**src/rtl/vec_mag_pkg.sv**
```systemverilog
// Shared types and width helpers for the vector magnitude block.
// No logic; compile-time only.
// Not applicable (no handshake).
package vec_mag_pkg;

  // Largest axis count the datapath is sized for; sets the axis counter width.
  localparam int MAX_AXES = 4;

  typedef enum logic [1:0] {
    IDLE,
    SQUARE,
    ROOT,
    DONE
  } state_t;

  // Sum-of-squares width: two products' worth plus growth for the axis count,
  // rounded up to even so the root splits cleanly into SUM_W/2 bits.
  function automatic int sum_w(input int in_w, input int n);
    int s;
    s = 2 * in_w + $clog2(n);
    if ((s % 2) != 0) s = s + 1;
    return s;
  endfunction

  function automatic int out_w(input int in_w, input int n);
    return sum_w(in_w, n) / 2;
  endfunction

endpackage

```
**src/rtl/isqrt_iter.sv**
```systemverilog
// Sequential restoring integer square root: root = floor(sqrt(radicand)), rem = radicand - root^2.
// Latency: load edge, then SUM_W/2 iteration edges; done pulses for one cycle after the last.
// No backpressure: load restarts the core unconditionally; results hold until the next load.
module isqrt_iter #(
  parameter  int SUM_W = 34,
  localparam int OUT_W = SUM_W / 2
) (
  input  logic             clk,
  input  logic             reset,
  input  logic             load,
  input  logic [SUM_W-1:0] radicand,
  output logic             busy,
  output logic             done,
  output logic [OUT_W-1:0] root,
  output logic [OUT_W:0]   rem
);

  localparam int CW = $clog2(OUT_W + 1);

  logic [SUM_W-1:0] x_q;
  logic [OUT_W:0]   rem_q;
  logic [OUT_W-1:0] root_q;
  logic [CW-1:0]    cnt_q;

  logic [OUT_W+2:0] rem_sh;
  logic [OUT_W+2:0] trial;
  logic             ge;
  logic [OUT_W:0]   rem_nx;
  logic [OUT_W-1:0] root_nx;

  // One root digit: bring down the next two radicand bits and try 4r+1.
  // The partial remainder never exceeds twice the partial root, so OUT_W+1 bits hold it.
  always_comb begin
    rem_sh  = {rem_q, x_q[SUM_W-1 -: 2]};
    trial   = {1'b0, root_q, 2'b01};
    ge      = (rem_sh >= trial);
    rem_nx  = ge ? (OUT_W + 1)'(rem_sh - trial) : (OUT_W + 1)'(rem_sh);
    root_nx = {root_q[OUT_W-2:0], ge};
  end

  // Iteration state: load seeds the radicand, then one bit per cycle MSB first.
  always_ff @(posedge clk) begin
    if (reset) begin
      x_q    <= '0;
      rem_q  <= '0;
      root_q <= '0;
      cnt_q  <= '0;
      done   <= 1'b0;
    end else begin
      done <= 1'b0;
      if (load) begin
        x_q    <= radicand;
        rem_q  <= '0;
        root_q <= '0;
        cnt_q  <= CW'(OUT_W);
      end else if (cnt_q != '0) begin
        x_q    <= x_q << 2;
        rem_q  <= rem_nx;
        root_q <= root_nx;
        cnt_q  <= cnt_q - CW'(1);
        if (cnt_q == CW'(1)) done <= 1'b1;
      end
    end
  end

  assign busy = (cnt_q != '0);
  assign root = root_q;
  assign rem  = rem_q;

endmodule

```
**src/rtl/vec_magnitude_sqrt.sv**
```systemverilog
// Euclidean magnitude of one N_AXES signed sample, plus the exact sum of squares.
// Latency: accept at edge k -> out_valid after edge k+N_AXES+OUT_W+1 (21 at defaults).
// Backpressure: one sample in flight; in_ready only in IDLE, result held in DONE until out_ready.
module vec_magnitude_sqrt
  import vec_mag_pkg::*;
#(
  parameter  int IN_W   = 16,
  parameter  int N_AXES = 3,
  parameter  int ROUND  = 0,
  localparam int SUM_W  = sum_w(IN_W, N_AXES),
  localparam int OUT_W  = out_w(IN_W, N_AXES)
) (
  input  logic                   clk,
  input  logic                   reset,
  input  logic                   in_valid,
  output logic                   in_ready,
  input  logic [N_AXES*IN_W-1:0] in_data,
  output logic                   out_valid,
  input  logic                   out_ready,
  output logic [OUT_W-1:0]       mag_out,
  output logic [SUM_W-1:0]       sumsq_out
);

  localparam int AXW = $clog2(MAX_AXES);

  state_t                  state;
  logic [N_AXES*IN_W-1:0]  data_q;
  logic [AXW-1:0]          axis_idx;
  logic [SUM_W-1:0]        acc;

  logic signed [IN_W-1:0]   axis;
  logic signed [2*IN_W-1:0] sq;
  logic [SUM_W-1:0]         acc_next;
  logic                     last_axis;
  logic                     root_load;
  logic                     root_busy;
  logic                     root_done;
  logic [OUT_W-1:0]         root_val;
  logic [OUT_W:0]           rem_val;
  logic [OUT_W:0]           root_inc;
  logic [OUT_W-1:0]         mag_rounded;

  // Shared multiplier always squares the lowest axis; data_q shifts down one axis per cycle.
  // A square is never negative, so zero-extending it into the accumulator is exact.
  assign axis      = data_q[IN_W-1:0];
  assign sq        = axis * axis;
  assign acc_next  = acc + SUM_W'($unsigned(sq));
  assign last_axis = (axis_idx == AXW'(N_AXES - 1));

  // Start the root core on the final accumulate using the completed sum directly,
  // which saves a cycle versus loading from acc afterwards.
  assign root_load = (state == SQUARE) && last_axis;

  isqrt_iter #(
    .SUM_W(SUM_W)
  ) u_root (
    .clk      (clk),
    .reset    (reset),
    .load     (root_load),
    .radicand (acc_next),
    .busy     (root_busy),
    .done     (root_done),
    .root     (root_val),
    .rem      (rem_val)
  );

  // Round to nearest when the remainder exceeds the root (S > r^2 + r); saturate on wrap.
  always_comb begin
    root_inc    = {1'b0, root_val} + (OUT_W + 1)'(1);
    mag_rounded = root_val;
    if ((ROUND != 0) && (rem_val > {1'b0, root_val})) begin
      mag_rounded = root_inc[OUT_W] ? '1 : root_inc[OUT_W-1:0];
    end
  end

  // Control FSM with registered handshake and result outputs.
  always_ff @(posedge clk) begin
    if (reset) begin
      state     <= IDLE;
      in_ready  <= 1'b1;
      out_valid <= 1'b0;
      mag_out   <= '0;
      sumsq_out <= '0;
      data_q    <= '0;
      axis_idx  <= '0;
      acc       <= '0;
    end else begin
      case (state)
        IDLE: begin
          if (in_valid) begin
            data_q   <= in_data;
            axis_idx <= '0;
            acc      <= '0;
            in_ready <= 1'b0;
            state    <= SQUARE;
          end
        end
        SQUARE: begin
          acc      <= acc_next;
          data_q   <= data_q >> IN_W;
          axis_idx <= axis_idx + AXW'(1);
          if (last_axis) state <= ROOT;
        end
        ROOT: begin
          // done only means something once the core has stopped iterating
          if (root_done && !root_busy) begin
            mag_out   <= mag_rounded;
            sumsq_out <= acc;
            out_valid <= 1'b1;
            state     <= DONE;
          end
        end
        DONE: begin
          if (out_ready) begin
            out_valid <= 1'b0;
            in_ready  <= 1'b1;
            state     <= IDLE;
          end
        end
        default: state <= IDLE;
      endcase
    end
  end

endmodule
```
**config.mk**
```make
export PLATFORM = sky130hd
export DESIGN_NAME = vec_magnitude_sqrt
export DESIGN_NICKNAME = d
export VERILOG_FILES = /design/src/rtl/vec_mag_pkg.sv /design/src/rtl/isqrt_iter.sv /design/src/rtl/vec_magnitude_sqrt.sv
export SDC_FILE = /design/constraint.sdc
export NUM_CORES = 1
export LEC_CHECK = 0
export ABC_AREA = 1
export CAP_MARGIN = 20
export CORE_MARGIN = 10
export CORE_UTILIZATION = 40
export CTS_CLUSTER_SIZE = 8
export DETAILED_ROUTE_END_ITERATION = 16
export GPL_TIMING_DRIVEN = 1
export PLACE_DENSITY = 0.7
export SYNTH_ARGS = -nofsm -noshare
export SYNTH_HDL_FRONTEND = slang
export SYNTH_SLANG_ARGS = --single-unit
export TNS_END_PERCENT = 100
```
**constraint.sdc**
```tcl
create_clock -name clk -period 6.8 [get_ports clk]
set_input_delay 1.36 -clock clk [delete_from_list [all_inputs] [get_ports clk]]
set_output_delay 1.36 -clock clk [all_outputs]
set_load 0.02 [all_outputs]
```
# After elaboration in Yosys (flattened, before gate mapping)
# Index checks and enable logic that the tools add are counted.
[classes]
magnitude_cmp = 1
addsub = 4
n_div = 0
shift = 0
n_mux = 23
eq_ne = 9
bitwise_logic = 1
multipliers = 1
reduce_logical = 16
[op_table]
columns = ["operator", "n"]
rows = [
  ["$mux 34", 3],
  ["$pmux 48 s2", 1],
  ["$pmux 34 s2", 1],
  ["$mux 48", 1],
  ["$add 34x32->34", 1],
  ["$mul 16x16->32", 1],
  ["$ge 20x19->1", 1],
  ["$mux 18", 1],
  ["$sub 18x18->18", 1],
  ["$mux 2", 5],
  ["$mux 5", 2],
  ["$ne 2x2->1 const B", 4],
  ["$pmux 2 s4", 1],
  ["$reduce_bool 2->1", 4],
  ["$eq 2x2->1 const B", 3],
  ["$reduce_and 3->1", 2],
  ["$eq 5x1->1 const B", 1],
  ["$mux 1", 5],
  ["$reduce_bool 5->1", 1],
  ["$sub 5x1->5 const B", 1],
  ["$pmux 1 s2", 2],
  ["$pmux 2 s2", 1],
  ["$reduce_and 2->1", 2],
  ["$reduce_and 4->1", 1],
  ["8 further kinds", 9],
]
[totals]
ram_bits = 0
register_bits = 214
wordCells = 69
out_inout_bits = 53
memories = 0
input_bits = 52
romBits = 0
latchBits = 0

# Depth between registers and ports, before layout
[depth]
word_depth = 5
depth_mapped = 40
depth_no_buf = 38

# Modules after synthesis
# Synthesis repeated with hierarchy kept, for this count alone.
[hier_totals]
cells_unflattened = 2893
hier_area_um2 = 21151.5
[modules_own_cells]
columns = ["mod", "seq_area_each_um2", "cells_per_inst", "area_per_inst_um2", "n_inst"]
rows = [
  ["vec_magnitude_sqrt", 2782.7, 2277, 16867.4, 1],
  ["isqrt_iter", 1501.4, 616, 4284.1, 1],
]

# Worst setup path after synthesis
# Ideal clock, no wire load.
[synth_path]
path_type = "reg2reg"
from = "register data_q[4]"
to = "register u_root.x_q[32]"
required_time_ns = 6.691
synth_period_minus_slack_ns = 6.872
setup_time_ns = 0.109
slack_ns = -0.072
arrival_ns = 6.763
n_path_buf = 2
path_stages_with_launch = 35
cell_sequence = "dfxtp_1 clkbuf_1 clkbuf_1 nand2_1 fa_1 inv_1 fa_1 fa_1 fa_1 fa_1 inv_1 fa_1 inv_1 ha_1 a21oi_1 o21ai_0 a21oi_1 nand3_1 a21o_1 nand2_1 nand2_1 nand2_1 nand2_1 ha_1 nand2_1 nor2_1 inv_1 nor4_1 nand2_1 nand2_1 nand2_1 nand2_1 nand2_1 nand2_1 inv_1"
[synth_via]
elab_chain_cells = 3
[synth_lines]
columns = ["item", "line_no", "source"]
rows = [
  ["from (decl)", "vec_magnitude_sqrt.sv:27", "logic [N_AXES*IN_W-1:0] data_q;"],
  ["from (signal assigned)", "vec_magnitude_sqrt.sv:91", "data_q <= in_data;"],
  ["from (signal assigned)", "vec_magnitude_sqrt.sv:100", "data_q <= data_q >> IN_W;"],
  ["$mul 16x16->32", "vec_magnitude_sqrt.sv:46", "assign sq = axis * axis;"],
  ["$add 34x32->34", "vec_magnitude_sqrt.sv:47", "assign acc_next = acc + SUM_W'($unsigned(sq));"],
  ["$mux 34", "isqrt_iter.sv:51", "if (load) begin"],
  ["to (signal assigned)", "isqrt_iter.sv:52", "x_q <= radicand;"],
  ["to (signal assigned)", "isqrt_iter.sv:57", "x_q <= x_q << 2;"],
  ["to (decl)", "isqrt_iter.sv:20", "logic [SUM_W-1:0] x_q;"],
]
# No other way between the ends.
# A chain may end at the register's enable or synchronous reset.

# Worst setup path in the final report
[layout_path]
from = "register data_q[3]"
to = "register u_root.x_q[32]"
# The elaborated chain is that of the path after synthesis.

==> flow_metrics.tcl <==
set metrics [dict create \
    status "finished with violations" \
    failed_checks "negative setup slack" \
    first_iter_violations 1440 \
    maxSlewHeadroom_pct 42.5 \
    hold_viol 0 \
    cpMostUsedCell "fa_1" \
    start_util_pct 40.3 \
    fin_util_pct 53.9 \
    critPathLaunchType "flop" \
    worst_slack_ns -0.185 \
    cts_tree "yes" \
    cts-buffers-inserted 31 \
    synthCells 2797 \
    hold_path.startpoint "axis_idx[0]" \
    post-route-period-util_pct 103 \
    synth-edff-count 0 \
    ys_ff_latch 214 \
    syn_nets 3234 \
    whs_endpoint "axis_idx[0]" \
    dieHeight_um 247 \
    sequential_cell_area_sq_um 4340 \
    min_period_ns 6.98 \
    drv_slew 0 \
    cp_slowest_stage_delay_ns 0.57 \
    rsz0062_at_grt "yes" \
    hpwl_um 45900 \
    critPathRequiredTime_ns 7.29 \
    finClkSkew_ns 0.0256 \
    path_max_fanout 8 \
    syn-cell-area_sq_um 20700 \
    area_growth_pct 33.7 \
    final_nets 3576 \
    synth_area_leader_cell "fa_1" \
    synth_area_per_cell_sq_um 7.39 \
    dr.pass1.iters 5 \
    io_buffers 104 \
    critPathKind "reg -> reg" \
    n_antenna_cell 0 \
    core-area_sq_um 51200 \
    wirelength_um 63800 \
    grt_usage_pct 19.0 \
    multi_input_area_sq_um 15900 \
    vias_per_cell 5.07 \
    row_count 83 \
    yosys_most_used_dff "dfxtp_1" \
    gp_congestion 0.974 \
    drc 0 \
    netlist.area_leader.share_pct 22.8 \
    h-tree-depth 1 \
    dpl_cell_area_sq_um 24000 \
    ys_async_sr_fraction_pct 0 \
    tightestPinTransition_ns 0.860 \
    netlist_top_cells_count "nand2_1, inv_1, fa_1, a21oi_1, dfxtp_1" \
    holdPathStages 1 \
    hp-class "reg -> reg" \
    r2r-end "u_root.x_q[32]" \
    grt_antenna_before_repair 0 \
    cp.arrival_ns 7.47 \
    cts_buffer_depth 3 \
    grt_pass1_wl_um 95300 \
    ff2ff_path_depth 36 \
    ys_seq_area_share_pct 20.7 \
    cts-root-buf "clkbuf_16" \
    vias 19400 \
    num_io_pins 105 \
    routedWlPerCell_um 16.7 \
    grt_overflow 0 \
    cts_sinks 214 \
    fill_cells 4531 \
    ys_types 50 \
    design_area_sq_um 27600 \
    cap_violations 0 \
    worstSkewPairLatency_ns 0.59 \
    clk_pin_slew_worst_paths_ns 0.05 \
    cp-end-kind "flop" \
    final-setup-viol-count 23 \
    grt_max_degree 74 \
    fmax_mhz 143 \
    antenna_left 0 \
    critPathSlowestCell "fa_1" \
    grt_pass1_vias 18600 \
    die_width_um 247 \
    ff2ff_setup_slack_ns -0.18 \
    drive_gt1_share_pct 25.4 \
    synth_warnings 0 \
    synth.most_common_cell "nand2_1" \
    timing.rr.start "data_q[3]" \
    die_area_sq_um 61100 \
    timing.hold.ws_ns 0.456 \
    synthTopCellsByArea "fa_1, dfxtp_1, nand2_1" \
    cts_hold_buf 0 \
]
==> worst max path at each step <==
stage,endpoint,slack [ns],start,depth (start not counted)
after floorplan,u_root.x_q[25],0.001,data_q[6],31
after global placement,u_root.x_q[30],-0.71,data_q[1],37
after detailed placement,u_root.x_q[32],-0.73,data_q[1],35
after CTS,u_root.x_q[30],-0.03,data_q[10],37
after global routing,u_root.x_q[32],-0.47,data_q[15],36
final,u_root.x_q[32],-0.18,data_q[3],36
==> metrics by stage <==
stage               TNS (ns)  setup WS (ns)  instances
floorplan                  0        0.00126       2797
CTS                  -0.0757        -0.0332       3768
detailed placement    -22.04         -0.728       3722
global route           -8.97         -0.470       3824
finish                 -1.93         -0.185       3824
global placement      -20.87         -0.714       3722
==> critical path, delay by kind of cell (launching register included) <==
family	cells	cell delay [ns]
compound gates	1	0.08
xor+xnor	1	0.17
flops	1	0.35
buf+inv	11	0.82
fa+ha+maj	8	3.81
simple gates	15	1.66
==> kinds of logic after synthesis <==
group                    Yosys count  share of synthesized area, %
AND/OR/NAND/NOR                  983                          19.6
flip-flops                       214                          20.7
adder cells (fa/ha/maj)          385                          31.9
XOR/XNOR                          65                          2.76
buffers and inverters            667                          12.3
AO/OA/AOI/OAI                    483                          12.7
==> layout make-up <==
class	instances	area share (%)
clock inverters	3	0.109
clock buffers	35	2.86
multi-input cells	1916	57.6
flip-flops and latches	214	15.7
inverters	561	7.68
repair buffers	415	13.0
well taps	680	3.08
==> state kept, by name, summed over array words and instances, names as in the netlist <==
signal        count
mag_out          17
data_q           48
acc              34
u_root.cnt_q      5
u_root.rem       18
state             2
u_root.done       1
out_valid         1
in_ready          1
sumsq_out        34
u_root.x_q       34
u_root.root      17
axis_idx          2
==> cell usage in the layout, fill, tap and decap left out, types with 7 or more instances in the layout <==
cell and count:
o21ai_1 21, clkbuf_16 32, dfxtp_1 198, buf_6 28, nor2_1 169, a21oi_1 155, ha_4 39, nand2_1 497
clkdlybuf4s50_1 103, dfxtp_4 13, nand3_1 66, nand2_2 70, a31oi_1 39, xor2_1 34, a21oi_2 50, nand2_4 29
nand3b_1 7, nor3_1 22, ha_1 108, or2_2 8, buf_4 273, fa_2 10, inv_1 488, inv_2 67
nand4_1 10, o21ai_2 8, xnor2_1 17, a21oi_4 12, fa_1 225, a21o_1 9, o21ai_0 144, nand3_2 26
nor2_2 17, nor2_4 34
==> metal layers <==
| metal | vias to the layer above | share of wire (%) | GRT usage (%) | wire length (um) |
|---|---|---|---|---|
| li1 | 9364 | - | - | - |
| met1 | 9270 | 43 | 25.1 | 27400 |
| met2 | 593 | 47 | 31.3 | 30200 |
| met3 | 155 | 5.4 | 2.62 | 3440 |
| met4 | 0 | 4.2 | 6.35 | 2700 |
| met5 | - | 0 | 0 | 0 |
==> timing repair <==
| action | CTS | global route |
|---|---|---|
| setup buffers | 9 | 56 |
| setup endpoints to repair | 48 | 48 |
| pin swaps | 67 | 250 |
| gates resized for setup | 174 | 423 |
| gates cloned | 0 | 1 |
| endpoints found under the hold margin | 0 | 0 |
Power is not shown: default switching activity piles up to over one toggle a cycle in this logic, so the estimate is an artifact.
